===== src/rtl/dac7611_rx.sv =====
// DAC7611-style serial receiver: synchronised 3-wire frame capture, LD/CLR latch control.
// Optional frame-error counter port err_count enabled by defining DAC7611_RX_ERRCNT_EN.
module dac7611_rx #(
  parameter int unsigned SYNC_STAGES = 2
) (
  input  logic        clk,
  input  logic        reset,
  input  logic        dac_cs,
  input  logic        dac_clk,
  input  logic        dac_sdi,
  input  logic        dac_ld,
  input  logic        dac_clr,
  output logic [11:0] code,
  output logic        code_valid,
  output logic        frame_err,
  output logic        busy
`ifdef DAC7611_RX_ERRCNT_EN
  ,
  output logic [7:0]  err_count
`endif
);

  typedef enum logic [1:0] {
    ST_IDLE,
    ST_SHIFT,
    ST_HOLD
  } state_t;

  logic [SYNC_STAGES-1:0] r_cs_sync, r_clk_sync, r_sdi_sync, r_ld_sync, r_clr_sync;
  logic                   r_clk_prev, r_ld_prev, r_clr_prev;
  logic                   w_cs, w_sclk, w_sdi, w_ld, w_clr;
  logic                   w_clk_rise, w_ld_fall, w_clr_fall;

  state_t      r_state, w_state_nxt;
  logic [11:0] r_shreg, r_inreg;
  logic [3:0]  r_cnt;
  logic        w_start, w_shift, w_capture, w_ld_load, w_err;

  // Synchronisers reset to the idle level of each pin so no spurious edges follow reset.
  always_ff @(posedge clk) begin
    if (reset) begin
      r_cs_sync  <= '1;
      r_clk_sync <= '0;
      r_sdi_sync <= '0;
      r_ld_sync  <= '1;
      r_clr_sync <= '1;
      r_clk_prev <= 1'b0;
      r_ld_prev  <= 1'b1;
      r_clr_prev <= 1'b1;
    end else begin
      r_cs_sync  <= {r_cs_sync[SYNC_STAGES-2:0], dac_cs};
      r_clk_sync <= {r_clk_sync[SYNC_STAGES-2:0], dac_clk};
      r_sdi_sync <= {r_sdi_sync[SYNC_STAGES-2:0], dac_sdi};
      r_ld_sync  <= {r_ld_sync[SYNC_STAGES-2:0], dac_ld};
      r_clr_sync <= {r_clr_sync[SYNC_STAGES-2:0], dac_clr};
      r_clk_prev <= w_sclk;
      r_ld_prev  <= w_ld;
      r_clr_prev <= w_clr;
    end
  end

  assign w_cs       = r_cs_sync[SYNC_STAGES-1];
  assign w_sclk     = r_clk_sync[SYNC_STAGES-1];
  assign w_sdi      = r_sdi_sync[SYNC_STAGES-1];
  assign w_ld       = r_ld_sync[SYNC_STAGES-1];
  assign w_clr      = r_clr_sync[SYNC_STAGES-1];
  assign w_clk_rise = w_sclk & ~r_clk_prev;
  assign w_ld_fall  = ~w_ld & r_ld_prev;
  assign w_clr_fall = ~w_clr & r_clr_prev;

  always_ff @(posedge clk) begin
    if (reset) r_state <= ST_IDLE;
    else       r_state <= w_state_nxt;
  end

  always_comb begin
    w_state_nxt = r_state;
    w_start     = 1'b0;
    w_shift     = 1'b0;
    w_capture   = 1'b0;
    w_ld_load   = 1'b0;
    w_err       = 1'b0;
    case (r_state)
      ST_IDLE: begin
        w_ld_load = w_ld_fall;
        if (!w_cs) begin
          w_state_nxt = ST_SHIFT;
          w_start     = 1'b1;
        end
      end
      ST_SHIFT: begin
        if (w_cs) begin
          if (r_cnt == 4'd12) begin
            w_state_nxt = ST_HOLD;
            w_capture   = 1'b1;
          end else begin
            w_state_nxt = ST_IDLE;
            w_err       = 1'b1;
          end
        end else if (w_clk_rise) begin
          w_shift = 1'b1;
        end
        if (w_ld_fall) w_err = 1'b1;
      end
      ST_HOLD: begin
        if (w_ld_fall) begin
          w_state_nxt = ST_IDLE;
          w_ld_load   = 1'b1;
        end else if (!w_cs) begin
          w_state_nxt = ST_SHIFT;
          w_start     = 1'b1;
        end
      end
      default: w_state_nxt = ST_IDLE;
    endcase
  end

  // CLR low dominates both the input register and the latch, masking any LD load.
  always_ff @(posedge clk) begin
    if (reset) begin
      r_shreg    <= '0;
      r_cnt      <= '0;
      r_inreg    <= '0;
      code       <= '0;
      code_valid <= 1'b0;
      frame_err  <= 1'b0;
    end else begin
      code_valid <= 1'b0;
      frame_err  <= w_err;
      if (w_start) begin
        r_shreg <= '0;
        r_cnt   <= '0;
      end else if (w_shift) begin
        r_shreg <= {r_shreg[10:0], w_sdi};
        if (r_cnt != 4'd15) r_cnt <= r_cnt + 4'd1;
      end
      if (!w_clr) begin
        r_inreg    <= '0;
        code       <= '0;
        code_valid <= w_clr_fall;
      end else begin
        if (w_capture) r_inreg <= r_shreg;
        if (w_ld_load) begin
          code       <= r_inreg;
          code_valid <= 1'b1;
        end
      end
    end
  end

  assign busy = (r_state == ST_SHIFT);

`ifdef DAC7611_RX_ERRCNT_EN
  always_ff @(posedge clk) begin
    if (reset)                            err_count <= '0;
    else if (w_err && err_count != 8'hFF) err_count <= err_count + 8'd1;
  end
`endif

endmodule


===== config.mk =====
export PLATFORM = sky130hd
export DESIGN_NAME = dac7611_rx
export DESIGN_NICKNAME = d
export VERILOG_FILES = /design/src/rtl/dac7611_rx.sv
export SDC_FILE = /design/constraint.sdc
export NUM_CORES = 1
export LEC_CHECK = 0
export BUFFER_PORTS_ARGS = -buffer_cell sky130_fd_sc_hd__buf_2
export CORE_MARGIN = 8
export CORE_UTILIZATION = 40
export DETAILED_ROUTE_END_ITERATION = 12
export SLEW_MARGIN = 15
export SYNTH_ARGS = -nofsm -noshare
export SYNTH_HDL_FRONTEND = slang
export SYNTH_SLANG_ARGS = --single-unit

===== constraint.sdc =====
create_clock -name clk -period 1.6 [get_ports clk]
set_clock_uncertainty 0.1 [all_clocks]
set_input_delay 0.16 -clock clk [delete_from_list [all_inputs] [get_ports clk]]
set_output_delay 0.16 -clock clk [all_outputs]
set_load 0.05 [all_outputs]

* Yosys cells after proc, flatten, opt, wreduce, memory -nomap -nowiden
Index checks and enable logic that the tools add are counted.
** Storage, ports and cells
- Flip-flop bits (word level) :: 57
- Latch bits :: 0
- Memory bits (writable) :: 0
- Memory bits (read-only) :: 0
- Input bits :: 7
- Output and inout port bits :: 15
- Word-level logic and storage cells :: 54
- Memories kept :: 0
** Operators by class
- Add/sub/neg operators :: 1
- $mul :: 0
- Div/mod/pow operators :: 0
- Order comparisons :: 0
- Equal/unequal tests :: 5
- Shifts and indexed selects :: 0
- Multiplexer cells :: 21
- Bitwise gates (word level) :: 7
- Reductions and logical operators :: 5
** Operator list (number)
- two-way mux 1 bit :: 14
- two-way mux 2 bit :: 4
- case mux 2 bit (3 select lines) :: 1
- OR reduction 2 bit :: 3
- adder 4 x 1 -> 4 bit, second input constant :: 1
- equality test 4 bit, second input constant :: 1
- != test 4 bit, second input constant :: 1
- inverter 1 bit :: 4
- case mux 1 bit (2 select lines) :: 2
- bitwise AND 1 bit :: 3
- equality test 2 x 1 -> 1 bit, second input constant :: 1
- equality test 2 bit, second input constant :: 1
- logical NOT 2 bit :: 1
- != test 2 x 1 -> 1 bit, second input constant :: 1
- AND reduction 2 bit :: 1

* Depth between registers and ports, before layout
- Depth in word-level cells :: 6
- Mapped depth :: 7
- Depth with buffers taken out :: 5

* Least setup slack after synthesis
Ideal clock, no wire load.
- Kind :: register -> register
- From :: reg r_state[0]
- To :: reg code[10]
- Setup time :: 120 ps
- Data arrival time :: 1182 ps
- Data required time :: 1380 ps
- Path slack :: 198 ps
- Cell stages (with the launch flop) :: 6
- Buffers on the path :: 2
- Period minus slack after synthesis :: 1402 ps
- Cell sequence :: dfxtp_1 buf_6 or3b_2 buf_4 nand2_1 a21oi_1
** Between the ends
- Word-level cells in the longest chain between the ends :: 2
- Elaborated cells on any way between the ends :: 3
- Those cells by class :: 1 x eq/ne; 1 x mux; 1 x reduce/logical
** Ends and longest elaborated chain
- from (decl) :: RTL line 34 : state_t r_state, w_state_nxt;
- from (signal assigned) :: RTL line 73 : else r_state <= w_state_nxt;
- equality test 2 bit / logical NOT 2 bit (equally long branches) :: RTL line 83 : case (r_state)
- case mux 1 bit (2 select lines) * :: RTL line 83
- to (signal assigned) :: RTL line 144 : code <= r_inreg;
- to (decl) :: RTL line 13 : output logic [11:0] code,
Every way passes the cells marked *; elsewhere a longest branch is shown, timed or not.
A chain may end at the register's enable or synchronous reset.

* Worst setup path in the final report
- From :: reg r_state[1]
- To :: out busy
** Between the ends
- Word-level cells in the longest chain between the ends :: 1
** Ends and longest elaborated chain
- equality test 2 x 1 -> 1 bit :: RTL line 151 : assign busy = (r_state == ST_SHIFT);
- to (decl) :: RTL line 16 : output logic busy
No other way between the ends.

==> out/summary.txt <==
hold path depth -> 2
worst setup margin -> 73.4 ps
antenna cells -> 0
RR Startpoint -> r_state[1]
min cycle time layout -> 1530 ps
hold path start -> reset
vias in the first global route -> 1,677
cells on worst reg2reg path -> 4
TritonCTS clock tree -> yes
Root Driver -> clkbuf_8
switching power total -> 599 uW
fin. max-slew vios -> 0
Reg power frac -> 0.531
via count of the routed design -> 1,713
mux contribution to synthesized area -> 0.00463
Post-synth ARST share -> 0
Post-synth EDFFs -> 0
WS Path Type -> reg -> out
Detailed Routing Iterations Pass 1 -> 4
vias per cell -> 4.99
Setup WS pre-CTS -> 96.6 ps
Synth area leader -> dfxtp_1
setup TNS -> 0 ps
Filler cells -> 506
Comb power frac -> 0.038
PD cells -> 1060 nW/um2
# Post-CTS Setup Buffers -> 0
simple-gate share of the synthesized area -> 0.230
Rel. slew slack -> 0.638
core area -> 5170 um2
top_reg_cell synth -> dfxtp_1
Worst EP required -> 1340 ps
first-pass GRT wire length -> 7490 um
status -> finished, final reports clean
dominant cells by area after synthesis -> dfxtp_1 53%, a21oi_1 8.8%, nand3_1 6.3%
clk_lat worst skew -> 330 ps
antenna viol nets, final -> 0
switching part of the total -> 0.220
max_cap viols -> 0
DIE AREA -> 8010 um2
register area share after synthesis -> 0.528
Chip Height -> 89.5 um
Die W -> 89.5 um
Util after Layout -> 0.496
most frequent cell after synthesis -> dfxtp_1
CP Capture Type -> output port
Global Route Usage Sum -> 0.123
WL per Instance -> 12.5 um
Syn Nets -> 251
GP Congestion -> 0.713
reg2reg end -> r_cnt[2]
non-filler cells, final -> 343
Area Overhead vs Synth -> 18.6%
total placed cells including tap cells -> 322
I/O pin total -> 22
syn_area_per_cell -> 8.93 um2
Max Freq -> 655 MHz
Clock transition at path regs -> 60 ps
GRT overflow -> 0
CTS Buf Count -> 9
H-tree Lvls -> 3
Syn Inst Count -> 242
share of layout cells above drive strength 1 -> 0.205
Post-Synth XOR/XNOR Area -> 0
min-delay worst type -> in -> reg
layout net count -> 277
initial antenna violation count -> 0
clock sink count -> 57
warnings from Yosys -> 0
Slew @ Worst Pin -> 543 ps
largest net degree at the start of global routing -> 25
Compound-Gate Fraction of Synth Area -> 0.173
post-synth cell types -> 34
port buffer count -> 21
Int Power -> 2120 uW
final setup vio count -> 0
FP Rows -> 26
power share of the clock group -> 0.431
Data arrival, critical path -> 1270 ps
Post-synth top cells -> 57 x dfxtp_1, 38 x a21oi_1, 27 x nand3_1
Leak Pwr -> 0.000921 uW
CTS max path bufs -> 2
RSZ-0062 raised after global routing -> false
final period utilization -> 0.954
1st-iter DRT viols -> 105
Detail Placement HPWL -> 2870 um
routed wire length -> 4290 um
Starting Density -> 0.418
Critical Path Start Type -> flip-flop
worst-path maximum fanout -> 8
Fin. Hold Viols -> 0
Seq cells post-synth -> 57
setup slack, reg-to-reg -> 150 ps
hold path endpoint -> code_valid
peak supply drop -> 613 uV
drt drc -> 0
Synth Area in Adders -> 0.0116
Synth top area share -> 0.528
largest family of logic cells by synthesized area -> simple AND/OR/NAND/NOR gates
Post-Syn Area -> 2160 um2
==> through the flow <==
stage,cell area (um2),power (uW),hold slack [ps]
2_1_floorplan,2160,1540,132
3_3_place_gp,2330,1570,248
3_5_place_dp,2330,1570,246
4_1_cts,2550,2760,62.3
5_1_grt,2560,2830,75.7
6_report,2560,2720,73.6
==> power groups by stage <==
stage / combinational (uW) / clock, uW / sequential, uW
global placement: 93.8 / 0 / 1480
CTS: 104 / 1210 / 1440
floorplan: 65.8 / 0 / 1480
finish: 103 / 1170 / 1440
global route: 113 / 1280 / 1450
detailed placement: 93.9 / 0 / 1480
==> flip-flops by register name (all words and copies together), names as in the netlist <==
name	cells
r_clr_prev	1
r_clr_sync	2
code_valid	1
r_clk_prev	1
r_state	2
frame_err	1
code	12
r_clk_sync	2
r_shreg	12
r_inreg	12
r_cnt	4
r_ld_sync	2
r_sdi_sync	2
r_cs_sync	2
r_ld_prev	1
==> timing repair <==
item                                   4_1_cts  5_1_grt
resized for setup                            1        3
gates cloned                                 0        0
hold buffers                                 5        0
setup endpoints to repair                    1       11
endpoints found under the hold margin        5        0
==> per-layer routing <==
metal | up-vias | wire, um | part of all wire | GRT usage
met4 | 0 | 22 | 0.0051 | 0.0453
met2 | 28 | 2130 | 0.50 | 0.200
met5 | - | 0 | 0 | 0
li1 | 895 | - | - | -
met1 | 786 | 1940 | 0.45 | 0.136
met3 | 4 | 199 | 0.046 | 0.0597
==> worst max path at each step <==
stage	from	depth (start not counted)	to	slack, ps
after floorplan	r_state[0]	5	code[10]	200
after global placement	r_state[0]	3	r_cnt[3]	140
after detailed placement	r_state[0]	3	r_cnt[3]	100
after CTS	r_state[1]	2	busy	60
after global routing	r_cnt[0]	6	r_inreg[10]	10
final	r_state[1]	2	busy	70
==> placed cells by master, fill, tap and decap left out, types with 3 or more instances in the layout <==
cell type      instances
a211oi_1               4
a21oi_1               38
buf_2                 21
buf_4                  6
clkbuf_1               3
clkbuf_8              11
dfxtp_1               56
dlygate4sd3_1          5
inv_1                  3
nand2_1               25
nand2b_1               4
nand3_1               26
nand3b_1               3
nor2b_1                5
o21ai_0               25
or2_2                  8
==> area by class of cell <==
| type | count | area [um2] | area share |
|---|---|---|---|
| clock inverter | 2 | 12.5 | 0.00488 |
| timing repair buffer | 34 | 231 | 0.0902 |
| clock buffer | 14 | 163 | 0.0634 |
| sequential | 57 | 1140 | 0.445 |
| inverter | 4 | 15.0 | 0.00585 |
| multi-input combinational | 162 | 913 | 0.356 |
| tap | 70 | 87.6 | 0.0341 |
==> logic make-up (layout without fill, tap and decap cells) <==
family	after synthesis	after routing
multiplexers	1	1
AND/OR/NAND/NOR	88	88
flip-flops	57	57
adder cells (fa/ha/maj)	2	2
buffers and inverters	23	54
AO/OA/AOI/OAI	71	71
==> critical path, cell delays in order, from the launching register on <==
cell	delay [ps]
dfxtp_1	470
and2b_1	250
buf_2	210
No activity file was read; power rests on OpenSTA's default activity.
